**config.mk**
```make
export PLATFORM = sky130hd
export DESIGN_NAME = instr_fetch_unit
export DESIGN_NICKNAME = d
export VERILOG_FILES = /design/src/rtl/rv32_defines_pkg.sv /design/src/rtl/instr_fetch_unit.sv
export SDC_FILE = /design/constraint.sdc
export NUM_CORES = 1
export LEC_CHECK = 0
export CORE_MARGIN = 2
export CORE_UTILIZATION = 55
export CTS_CLUSTER_SIZE = 24
export DETAILED_ROUTE_END_ITERATION = 6
export DONT_BUFFER_PORTS = 1
export PLACE_DENSITY = 0.67
export SLEW_MARGIN = 0
export SYNTH_ARGS = -nofsm -noshare
export SYNTH_HDL_FRONTEND = slang
export SYNTH_SLANG_ARGS = --single-unit
```
**constraint.sdc**
```tcl
create_clock -name clk -period 5.2 [get_ports clk]
set_input_delay 0.78 -clock clk [delete_from_list [all_inputs] [get_ports clk]]
set_output_delay 0.78 -clock clk [all_outputs]
set_load 0.01 [all_outputs]
```
**src/rtl/rv32_defines_pkg.sv**
```systemverilog
// Shared RV32I front-end definitions.
// Fetch FSM encodings and reset constants.
package rv32_defines_pkg;

  typedef enum logic [1:0] {
    FS_REQ  = 2'd0,
    FS_WAIT = 2'd1,
    FS_HOLD = 2'd2,
    FS_HALT = 2'd3
  } fetch_state_e;

  localparam logic [31:0] NOP_INSTR        = 32'h0000_0013;
  localparam logic [31:0] DEFAULT_RESET_PC = 32'h0000_0000;

endpackage

```
**src/rtl/instr_fetch_unit.sv**
```systemverilog
// RV32I instruction fetch: PC, request FSM, one-entry buffer.
// Redirects flush the buffer and squash any in-flight fetch.
module instr_fetch_unit
  import rv32_defines_pkg::*;
#(
  parameter logic [31:0] RESET_PC  = rv32_defines_pkg::DEFAULT_RESET_PC,
  parameter logic [31:0] NOP_INSTR = rv32_defines_pkg::NOP_INSTR
) (
  input  logic        clk,
  input  logic        rst_n,
  output logic        imem_req_valid,
  input  logic        imem_req_ready,
  output logic [31:0] imem_req_addr,
  input  logic        imem_rsp_valid,
  input  logic [31:0] imem_rsp_data,
  input  logic        redirect_valid,
  input  logic [31:0] redirect_pc,
  output logic        if_valid,
  input  logic        if_ready,
  output logic [31:0] if_instr,
  output logic [31:0] if_pc,
  output logic [31:0] if_pc_plus4,
  output logic        fetch_misaligned
);

  fetch_state_e state_q, state_d;
  logic [31:0]  pc_q, pc_d;
  logic         drop_q, drop_d;
  logic         if_valid_q, if_valid_d;
  logic [31:0]  if_instr_q, if_instr_d;
  logic [31:0]  if_pc_q, if_pc_d;
  logic         misal_q, misal_d;

  always_comb begin
    state_d    = state_q;
    pc_d       = pc_q;
    drop_d     = drop_q;
    if_valid_d = if_valid_q;
    if_instr_d = if_instr_q;
    if_pc_d    = if_pc_q;
    misal_d    = misal_q;
    if (state_q == FS_HALT) begin
      state_d = FS_HALT;
    end else if (redirect_valid) begin
      pc_d = redirect_pc;
      if (redirect_pc[1:0] != 2'b00) begin
        misal_d    = 1'b1;
        if_valid_d = 1'b0;
        state_d    = FS_HALT;
      end else begin
        unique case (state_q)
          FS_REQ: begin
            // old address already accepted: squash its response
            if (imem_req_ready) begin
              state_d = FS_WAIT;
              drop_d  = 1'b1;
            end
          end
          FS_WAIT: begin
            if (imem_rsp_valid) begin
              state_d = FS_REQ;
              drop_d  = 1'b0;
            end else begin
              drop_d = 1'b1;
            end
          end
          FS_HOLD: begin
            if_valid_d = 1'b0;
            state_d    = FS_REQ;
          end
          default: ;
        endcase
      end
    end else begin
      unique case (state_q)
        FS_REQ: begin
          if (imem_req_ready) state_d = FS_WAIT;
        end
        FS_WAIT: begin
          if (imem_rsp_valid) begin
            if (drop_q) begin
              drop_d  = 1'b0;
              state_d = FS_REQ;
            end else begin
              if_instr_d = imem_rsp_data;
              if_pc_d    = pc_q;
              pc_d       = pc_q + 32'd4;
              if_valid_d = 1'b1;
              state_d    = FS_HOLD;
            end
          end
        end
        FS_HOLD: begin
          if (if_ready) begin
            if_valid_d = 1'b0;
            state_d    = FS_REQ;
          end
        end
        default: ;
      endcase
    end
  end

  always_ff @(posedge clk or negedge rst_n) begin
    if (!rst_n) begin
      state_q    <= FS_REQ;
      pc_q       <= RESET_PC;
      drop_q     <= 1'b0;
      if_valid_q <= 1'b0;
      if_instr_q <= NOP_INSTR;
      if_pc_q    <= RESET_PC;
      misal_q    <= 1'b0;
    end else begin
      state_q    <= state_d;
      pc_q       <= pc_d;
      drop_q     <= drop_d;
      if_valid_q <= if_valid_d;
      if_instr_q <= if_instr_d;
      if_pc_q    <= if_pc_d;
      misal_q    <= misal_d;
    end
  end

  assign imem_req_valid   = rst_n && (state_q == FS_REQ);
  assign imem_req_addr    = pc_q;
  assign if_valid         = if_valid_q;
  assign if_instr         = if_instr_q;
  assign if_pc            = if_pc_q;
  assign if_pc_plus4      = if_pc_q + 32'd4;
  assign fetch_misaligned = misal_q;

endmodule

```
==> qor.yml, run 1 <==
cts_sinks: 101
synth_commonest_cells: "dfrtp_1 (98), mux2_2 (60), nand2_1 (32)"
cts_resized: 0
syn_nets: 622
antenna_cells: 0
yosysMostFrequentCell: "dfrtp_1"
drt_iter0_drc: 333
power_density_nw_per_um2: 316.4
antenna_found_initial: 0
clock_latency_ps: 370
die_x_um: 104.8
place_congestion: 0.8295
htree_levels: 3
seq_area_frac_synth_pct: 45.26
synth_ff_type: "dfrtp_1"
leakage_nw: 2.558
root_buffer: "clkbuf_8"
max_freq_mhz: 321.1
num_vias: 4349
setup_viol: 0
yosysTopAreaCellShare_pct: 43.85
syn_area_per_cell_um2: 10.24
path_class: "reg -> out"
wl_met2_um: 6976
final.setup.tns_ps: 0
core-area_um2: 9819
hold_viol: 0
fin_crit_sh_pct: 59.88
critPathMaxFanout: 6
ios: 201
peakVddDrop_mv: 0.1882
grt-ovfl-total: 0
drc: 0
viasPerCell: 6.599
critPathArrivalTime_ps: 2330
wl_met3_um: 1021
yosysTopAreaCell: "dfrtp_1"
critical_path_required_ps: 4420
start_util_pct: 56.96
reg2regPathDepth: 4
synth-async-reset-ratio_pct: 100.0
yosys_warnings: 0
num_rows: 36
path_clk_slew_ps: 90
postCtsSetupBuffers: 0
start_kind: "flop"
slew_headroom_pct: 28.28
synth_cells: 546
rsz0062_at_grt: "false"
drive_gt1_share_pct: 16.73
syn_area_um2: 5593
drt-wirelength-per-cell_um: 21.68
cts_buffers: 9
clockBufferDepth: 2
topRoutingLayerUsed: "met4"
cp-end-kind: "output port"
first_global_vias: 4358
cts_tree: "built"
syn2layout_area_growth_pct: 4.519
grt_usage_pct: 26.00
fp.dieH_um: 104.8
synth_seq_cells: 101
grt_max_degree: 103
io_buffers: 0
grt_pass1_wl_um: 22950
worst_slew_pin_slew_ps: 1076
period_needed_ps: 3114
wl_met1_um: 6124
hpwlAfterDp_um: 9843
drt-total-wl_um: 14290
finalClockSkew_ps: 7.487
die_area_um2: 10990
synth_area_leaders: "dfrtp_1 (44%), mux2_2 (12%), nand4_1 (3.5%)"
nets: 597
cts_hold_buf: 0
synth_cell_types: 60
slew_violations: 0
worstHoldPathType: "in -> async"
whs_ps: 98.08
max-cap-violations: 0
ant_nets: 0
outcome: "finished, final reports clean"
synth-edff-count: 0
firstDrtPassIters: 5
-- placed cells by master (no fill, tap or decap), types with 9 or more instances in the layout --
cell type,Yosys,routed
mux2_2,60,60
nor2_1,26,26
and3_1,14,14
xnor2_1,17,17
nand4_1,31,31
clkbuf_8,0,9
and4_1,9,9
o21ai_0,18,18
nor3_1,23,23
nand3_1,19,19
nand2_1,32,32
dfrtp_1,98,98
o22ai_1,12,12
a21oi_1,17,17
inv_1,13,13
xor2_1,11,11
a311oi_1,11,11
-- path summary, 6_finish.rpt --
path	slack, ps	end	start
max	2090	if_pc_plus4[26]	if_pc[2]
min in group clk	520	imem_req_addr[0]	redirect_pc[0]
max reg2reg	2680	imem_req_addr[19]	state_q[0]
max in group asynchronous	4870	if_instr[1]	rst_n
min	100	if_pc[2]	rst_n
min reg2reg	570	fetch_misaligned	fetch_misaligned
-- critical path: stages (launching register included) --
cell and delay (ps):
dfrtp_1 490, ha_1 240, and4_1 320, nand4_1 260
nor4_1 370, xor2_1 280
-- sequential cells by signal, summed over array words and instances, names as in the netlist --
register          count
if_instr             32
state_q               2
drop_q                1
imem_req_addr        32
if_valid              1
fetch_misaligned      1
if_pc                32
-- routing by layer --
metal,vias up,global-route usage [%]
li1,2011,-
met1,2124,34.92
met2,196,42.90
met3,18,5.053
met4,0,7.619
met5,-,0
-- final cells by class --
| cell class | instances | area, µm² |
|---|---|---|
| flip-flops and latches | 101 | 2531 |
| clock inverters | 6 | 111.4 |
| fillers | 848 | 3974 |
| clock buffers | 10 | 127.6 |
| well taps | 133 | 166.4 |
| inverters | 13 | 48.80 |
| repair buffers | 1 | 7.507 |
| multi-input cells | 395 | 2853 |
-- metrics by stage --
stage / instance area, µm² / power, W / std cells / setup WS, ps / utilization, %
floorplan: 5593 / 0.001201 / 546 / 2795 / -
global placement: 5607 / 0.001255 / 643 / 2513 / 57.10
detailed placement: 5607 / 0.001267 / 643 / 2470 / 57.10
CTS: 5846 / 0.001860 / 659 / 2084 / 59.53
global route: 5846 / 0.001928 / 659 / 1953 / 59.53
finish: 5846 / 0.001850 / 659 / 2086 / 59.53
-- where the power goes --
group          leakage (nW)  switching [W]  internal (W)
logic                  1.10      0.0000875     0.0000921
clock network         0.116       0.000277      0.000320
registers              1.34       0.000190      0.000883
-- kinds of logic after synthesis --
logic type,after synthesis,share of synthesized area [%]
AND/OR/NAND/NOR,193,19.42
adder cells (fa/ha/maj),6,1.342
buffers and inverters,50,3.736
multiplexers,68,13.51
XOR/XNOR,28,4.385
AO/OA/AOI/OAI,100,12.35
flip-flops,101,45.26
No activity file was read; power rests on OpenSTA's default activity.
==> run 2: changes to the inputs <==
==> constraint.sdc (replaced) <==
create_clock -name clk -period 3.1 [get_ports clk]
set_input_delay 0.465 -clock clk [delete_from_list [all_inputs] [get_ports clk]]
set_output_delay 0.465 -clock clk [all_outputs]
set_load 0.01 [all_outputs]
==> qor.yml, run 2 (same netlist as run 1, synthesis figures left out) <==
worst_path_largest_cell_delay_ps: 670  # +180 ps
reg2reg_slack_ps: 950  # -1730 ps
cp_slowest_cell: "nor4_1"
cts_tree: "built"
die_x_um: 104.8  # unchanged
final.setup.tns_ps: 0  # unchanged
path_clk_slew_ps: 90  # about the same
num_rows: 36  # unchanged
slew_headroom_pct: 42.62  # +14 points
fin_crit_sh_pct: 90.12
final_common_cell: "dfrtp_1"
drt_iter0_drc: 411  # +23%
cp-end-kind: "output port"
fp.dieH_um: 104.8  # unchanged
syn2layout_area_growth_pct: 5.503
postCtsSetupBuffers: 0  # unchanged
htree_levels: 3  # unchanged
crit_path_frequent_cell: "nand4_1"
worstHoldPathType: "in -> async"
place_congestion: 0.8255  # -0.48%
clock_latency_ps: 370  # about the same
start_kind: "flop"
die_area_um2: 10990  # unchanged
crit_cells: 4  # -1
nets: 606  # +1.5%
drt-wirelength-per-cell_um: 21.62  # -0.27%
hpwlAfterDp_um: 10010  # +1.7%
grt-ovfl-total: 0  # unchanged
power_density_nw_per_um2: 501.2  # +58%
critPathMaxFanout: 8  # +2
cp.buffers_inverters: 0  # unchanged
start_util_pct: 56.96  # unchanged
root_buffer: "clkbuf_8"
slew_violations: 0  # unchanged
grt_pass1_wl_um: 23500  # +2.4%
cp_cell_sequence: "nand4_1, nor4_1, nand4_1, xnor2_1"
reg2regPathDepth: 5  # +1
peakVddDrop_mv: 0.3565  # +89%
crit_family: "simple AND/OR/NAND/NOR gates"
postLayoutCellArea_um2: 5901  # +0.94%
max_freq_mhz: 357.9
num_vias: 4433  # +1.9%
worst_slew_pin_slew_ps: 854.9  # -220.8 ps
ios: 201  # unchanged
viasPerCell: 6.626  # +0.41%
finalClockSkew_ps: 8.979  # +1.491 ps
period_needed_ps: 2794
io_buffers: 0  # unchanged
drt-total-wl_um: 14460  # +1.2%
critical_path_required_ps: 2630  # -1790 ps
hold_viol: 0  # unchanged
leakage_nw: 2.593  # +1.4%
setup_viol: 0  # unchanged
cts_buffers: 9  # unchanged
layout_common_cells: "dfrtp_1 (98), mux2_2 (60), nand2_1 (32), nand4_1 (31), nor2_1 (26)"
firstDrtPassIters: 5  # unchanged
clockBufferDepth: 2  # unchanged
grt_usage_pct: 26.74  # +0.74 points
cts_sinks: 101  # unchanged
rsz0062_at_grt: "false"
grt_max_degree: 102  # -0.97%
antenna_found_initial: 0  # unchanged
placed_area_um2: 5679  # +1.3%
critPathArrivalTime_ps: 2330  # about the same
ant_nets: 0  # unchanged
drc: 0  # unchanged
core-area_um2: 9819  # unchanged
outcome: "finished, final reports clean"
max-cap-violations: 0  # unchanged
drive_gt1_share_pct: 18.13  # +1.4 points
path_class: "reg -> out"
first_global_vias: 4481  # +2.8%
## run 2: cell count changes in the layout (fill, tap and decap cells not counted), sizes merged
| cell | previous run | this run |
|---|---|---|
| buf | 1 | 10 |
| bufinv | 3 | 1 |
| clkinv | 2 | 3 |
| clkinvlp | 1 | 2 |
| diode | 0 | 1 |
## run 2: repair_timing
item | CTS | global route
gates resized for setup | 0 | 0
endpoints found under the hold margin | 101 | 0
hold buffers | 1 | 0
## run 2: final timing paths
kind | startpoint | endpoint
max reg2reg | imem_req_addr[2] | imem_req_addr[20]
min reg2reg | fetch_misaligned | fetch_misaligned
max in group asynchronous | rst_n | if_instr[1]
min in group clk | redirect_pc[1] | imem_req_addr[1]
min | rst_n | imem_req_addr[1]
max | if_pc[7] | if_pc_plus4[29]
## run 2: cell type report
| type | instances | area, µm² |
|---|---|---|
| Inverter | 13 | 48.80 |
| Antenna cell | 1 | 2.502 |
| Clock inverter | 6 | 63.81 |
| Clock buffer | 10 | 127.6 |
| Fill cell | 825 | 3919 |
| Tap cell | 133 | 166.4 |
| Multi-Input combinational cell | 395 | 2853 |
| Sequential cell | 101 | 2531 |
| Timing Repair Buffer | 10 | 107.6 |
## run 2: per-stage QoR
stage	power [W]	util, %	hold WS (ps)	instances	setup slack (ps)
global route	0.003111	60.07	63.18	668	72.03
global placement	0.002114	57.84	171.3	651	744.3
detailed placement	0.002129	57.84	171.3	651	667.6
CTS	0.002985	60.07	38.03	668	259.2
floorplan	0.002015	-	169.4	546	1010
finish	0.002958	60.09	29.16	669	306.2
## run 2: worst register-to-register path, stage by stage (launching register included)
cell and delay (ps):
dfrtp_1 530, ha_1 270, nand3_1 250, or4_4 600, nor4_1 310, nor3_1 80
## run 2: layer usage
metal | vias to the layer above | routed length [µm] | share of wire [%] | GRT usage [%]
met5 | - | 0 | 0 | 0
met4 | 0 | 172 | 1.2 | 8.190
met3 | 12 | 1210 | 8.4 | 7.174
met2 | 207 | 7086 | 49 | 43.78
met1 | 2178 | 5993 | 41 | 34.76
li1 | 2036 | - | - | -
## run 2: power breakdown
part | switching (W) | internal (W)
sequential | 0.000320 | 0.00148
combinational | 0.000170 | 0.000164
clock | 0.000452 | 0.000372
total | 0.000941 | 0.00202
==> run 3: changes to the inputs <==
--- a/config.mk
+++ b/config.mk
@@ -10,6 +10,7 @@
 export CTS_CLUSTER_SIZE = 24
 export DETAILED_ROUTE_END_ITERATION = 6
 export DONT_BUFFER_PORTS = 1
+export MAX_ROUTING_LAYER = met4
 export PLACE_DENSITY = 0.67
 export SLEW_MARGIN = 0
 export SYNTH_ARGS = -nofsm -noshare
==> qor.yml, run 3 (same netlist as run 1, synthesis figures left out) <==
drc: 0  # unchanged
drt-wirelength-per-cell_um: 21.62  # about the same
first_global_vias: 4466  # -0.33%
final_common_cell: "dfrtp_1"
nets: 606  # unchanged
viasPerCell: 6.589  # -0.56%
max_freq_mhz: 357.5  # -0.11%
grt-ovfl-total: 0  # unchanged
cts_tree: "built"
crit_start: "if_pc[3]"
ant_nets: 0  # unchanged
critical_path_required_ps: 2630  # about the same
hold_viol: 0  # unchanged
switching_share_pct: 31.85  # about the same
drt_iter0_drc: 421  # +2.4%
reg2regPathDepth: 5  # unchanged
cp-end-kind: "output port"
postCtsSetupBuffers: 0  # unchanged
path_clk_slew_ps: 90  # about the same
r2r_start: "imem_req_addr[2]"
worst_slew_pin_slew_ps: 843.4  # -11.54 ps
die_x_um: 104.8  # unchanged
p_clk_share_pct: 27.9  # about the same
die_area_um2: 10990  # unchanged
slew_violations: 0  # unchanged
slew_headroom_pct: 43.40  # +0.77 points
final.setup.tns_ps: 0  # unchanged
io_buffers: 0  # unchanged
start_kind: "flop"
cts_sinks: 101  # unchanged
power.switching_w: 0.0009425  # +0.14%
num_vias: 4408  # -0.56%
critPathArrivalTime_ps: 2330  # about the same
syn2layout_area_growth_pct: 5.503  # unchanged
reg2reg_slack_ps: 920  # -30 ps
fillers: 825  # unchanged
fin_crit_sh_pct: 90.22  # +0.10 points
drt-total-wl_um: 14470  # about the same
hpwlAfterDp_um: 10010  # unchanged
finalClockSkew_ps: 9.560  # +0.5817 ps
rsz0062_at_grt: "false"
grt_use_met3_pct: 7.486  # +0.31 points
num_rows: 36  # unchanged
critPathMaxFanout: 5  # -3
crit_end: "if_pc_plus4[28]"
place_congestion: 0.8380  # +1.5%
core-area_um2: 9819  # unchanged
ios: 201  # unchanged
peakVddDrop_mv: 0.3594  # +0.82%
root_buffer: "clkbuf_8"
firstDrtPassIters: 5  # unchanged
grt_max_degree: 102  # unchanged
power.internal_w: 0.002017  # about the same
period_needed_ps: 2797  # +3.151 ps
layout_common_cells: "dfrtp_1 (98), mux2_2 (60), nand2_1 (32), nand4_1 (31), nor2_1 (26)"
antenna_found_initial: 0  # unchanged
power_density_nw_per_um2: 501.5  # about the same
cts_buffers: 9  # unchanged
start_util_pct: 56.96  # unchanged
grt_usage_pct: 27.55  # +0.81 points
drive_gt1_share_pct: 18.13  # unchanged
fp.dieH_um: 104.8  # unchanged
path_class: "reg -> out"
grt_use_met2_pct: 43.88  # +0.093 points
grt_pass1_wl_um: 23550  # +0.20%
clockBufferDepth: 2  # unchanged
rr_endpoint: "imem_req_addr[20]"
setup_viol: 0  # unchanged
busiest_layer: "met2"
clock_latency_ps: 370  # about the same
grt_use_met1_pct: 34.60  # -0.16 points
outcome: "finished, final reports clean"
p_seq_share_pct: 60.9  # about the same
p_total_w: 0.002959  # about the same
p_comb_share_pct: 11.3  # about the same
htree_levels: 3  # unchanged
leakage_nw: 2.593  # unchanged
postLayoutCellArea_um2: 5901  # unchanged
placed_area_um2: 5679  # unchanged
max-cap-violations: 0  # unchanged
worstHoldPathType: "in -> async"
-- run 3: cell counts in the layout (fill, tap and decap cells not counted) --
Identical to the previous run, type by type.
-- run 3: critical path: stages, from the launching register on --
cell and delay [ps]:
dfrtp_1 480, ha_1 250, and4_1 330, nand4_1 260, nor4_1 350, xor2_1 290
-- run 3: power groups by stage --
stage               sequential (W)  clock (W)  combinational, W
floorplan                  0.00174          0          0.000273
global placement           0.00182          0          0.000294
finish                     0.00180   0.000824          0.000334
detailed placement         0.00183          0          0.000304
global route               0.00183   0.000902          0.000379
CTS                        0.00180   0.000848          0.000336
-- run 3: what timing repair did --
| action | CTS | global route |
|---|---|---|
| hold buffers | 1 | 0 |
| resized for setup | 0 | 0 |
| endpoints found under the hold margin | 101 | 0 |
-- run 3: how the worst min path moves through the flow --
| stage | from | endpoint |
|---|---|---|
| final | rst_n | imem_req_addr[2] |
| after global routing | rst_n | imem_req_addr[14] |
| after CTS | rst_n | if_instr[11] |
| after detailed placement | rst_n | if_pc[2] |
| after global placement | rst_n | if_instr[29] |
| after floorplan | rst_n | drop_q |
-- run 3: through the flow --
step	utilization [%]	hold WS (ps)	cells	setup slack [ps]
5_1_grt	60.07	58.28	668	69.45
3_3_place_gp	57.84	171.3	651	744.3
6_report	60.09	36.33	669	303.1
2_1_floorplan	-	169.4	546	1010
3_5_place_dp	57.84	171.3	651	667.6
4_1_cts	60.07	38.03	668	259.2
-- run 3: final cells by class --
type	count	area [µm²]	share of cell area [%]
multi-input cells	395	2853	48.35
flip-flops and latches	101	2531	42.90
well taps	133	166.4	2.820
clock buffers	10	127.6	2.163
repair buffers	10	107.6	1.824
clock inverters	6	63.81	1.081
inverters	13	48.80	0.8270
diodes	1	2.502	0.04241
-- run 3: metal layers --
layer | vias to the layer above | part of all wire, %
met3 | 15 | 7.5
met4 | 0 | 1.3
met5 | - | 0
met1 | 2189 | 42
met2 | 176 | 49
li1 | 2028 | -
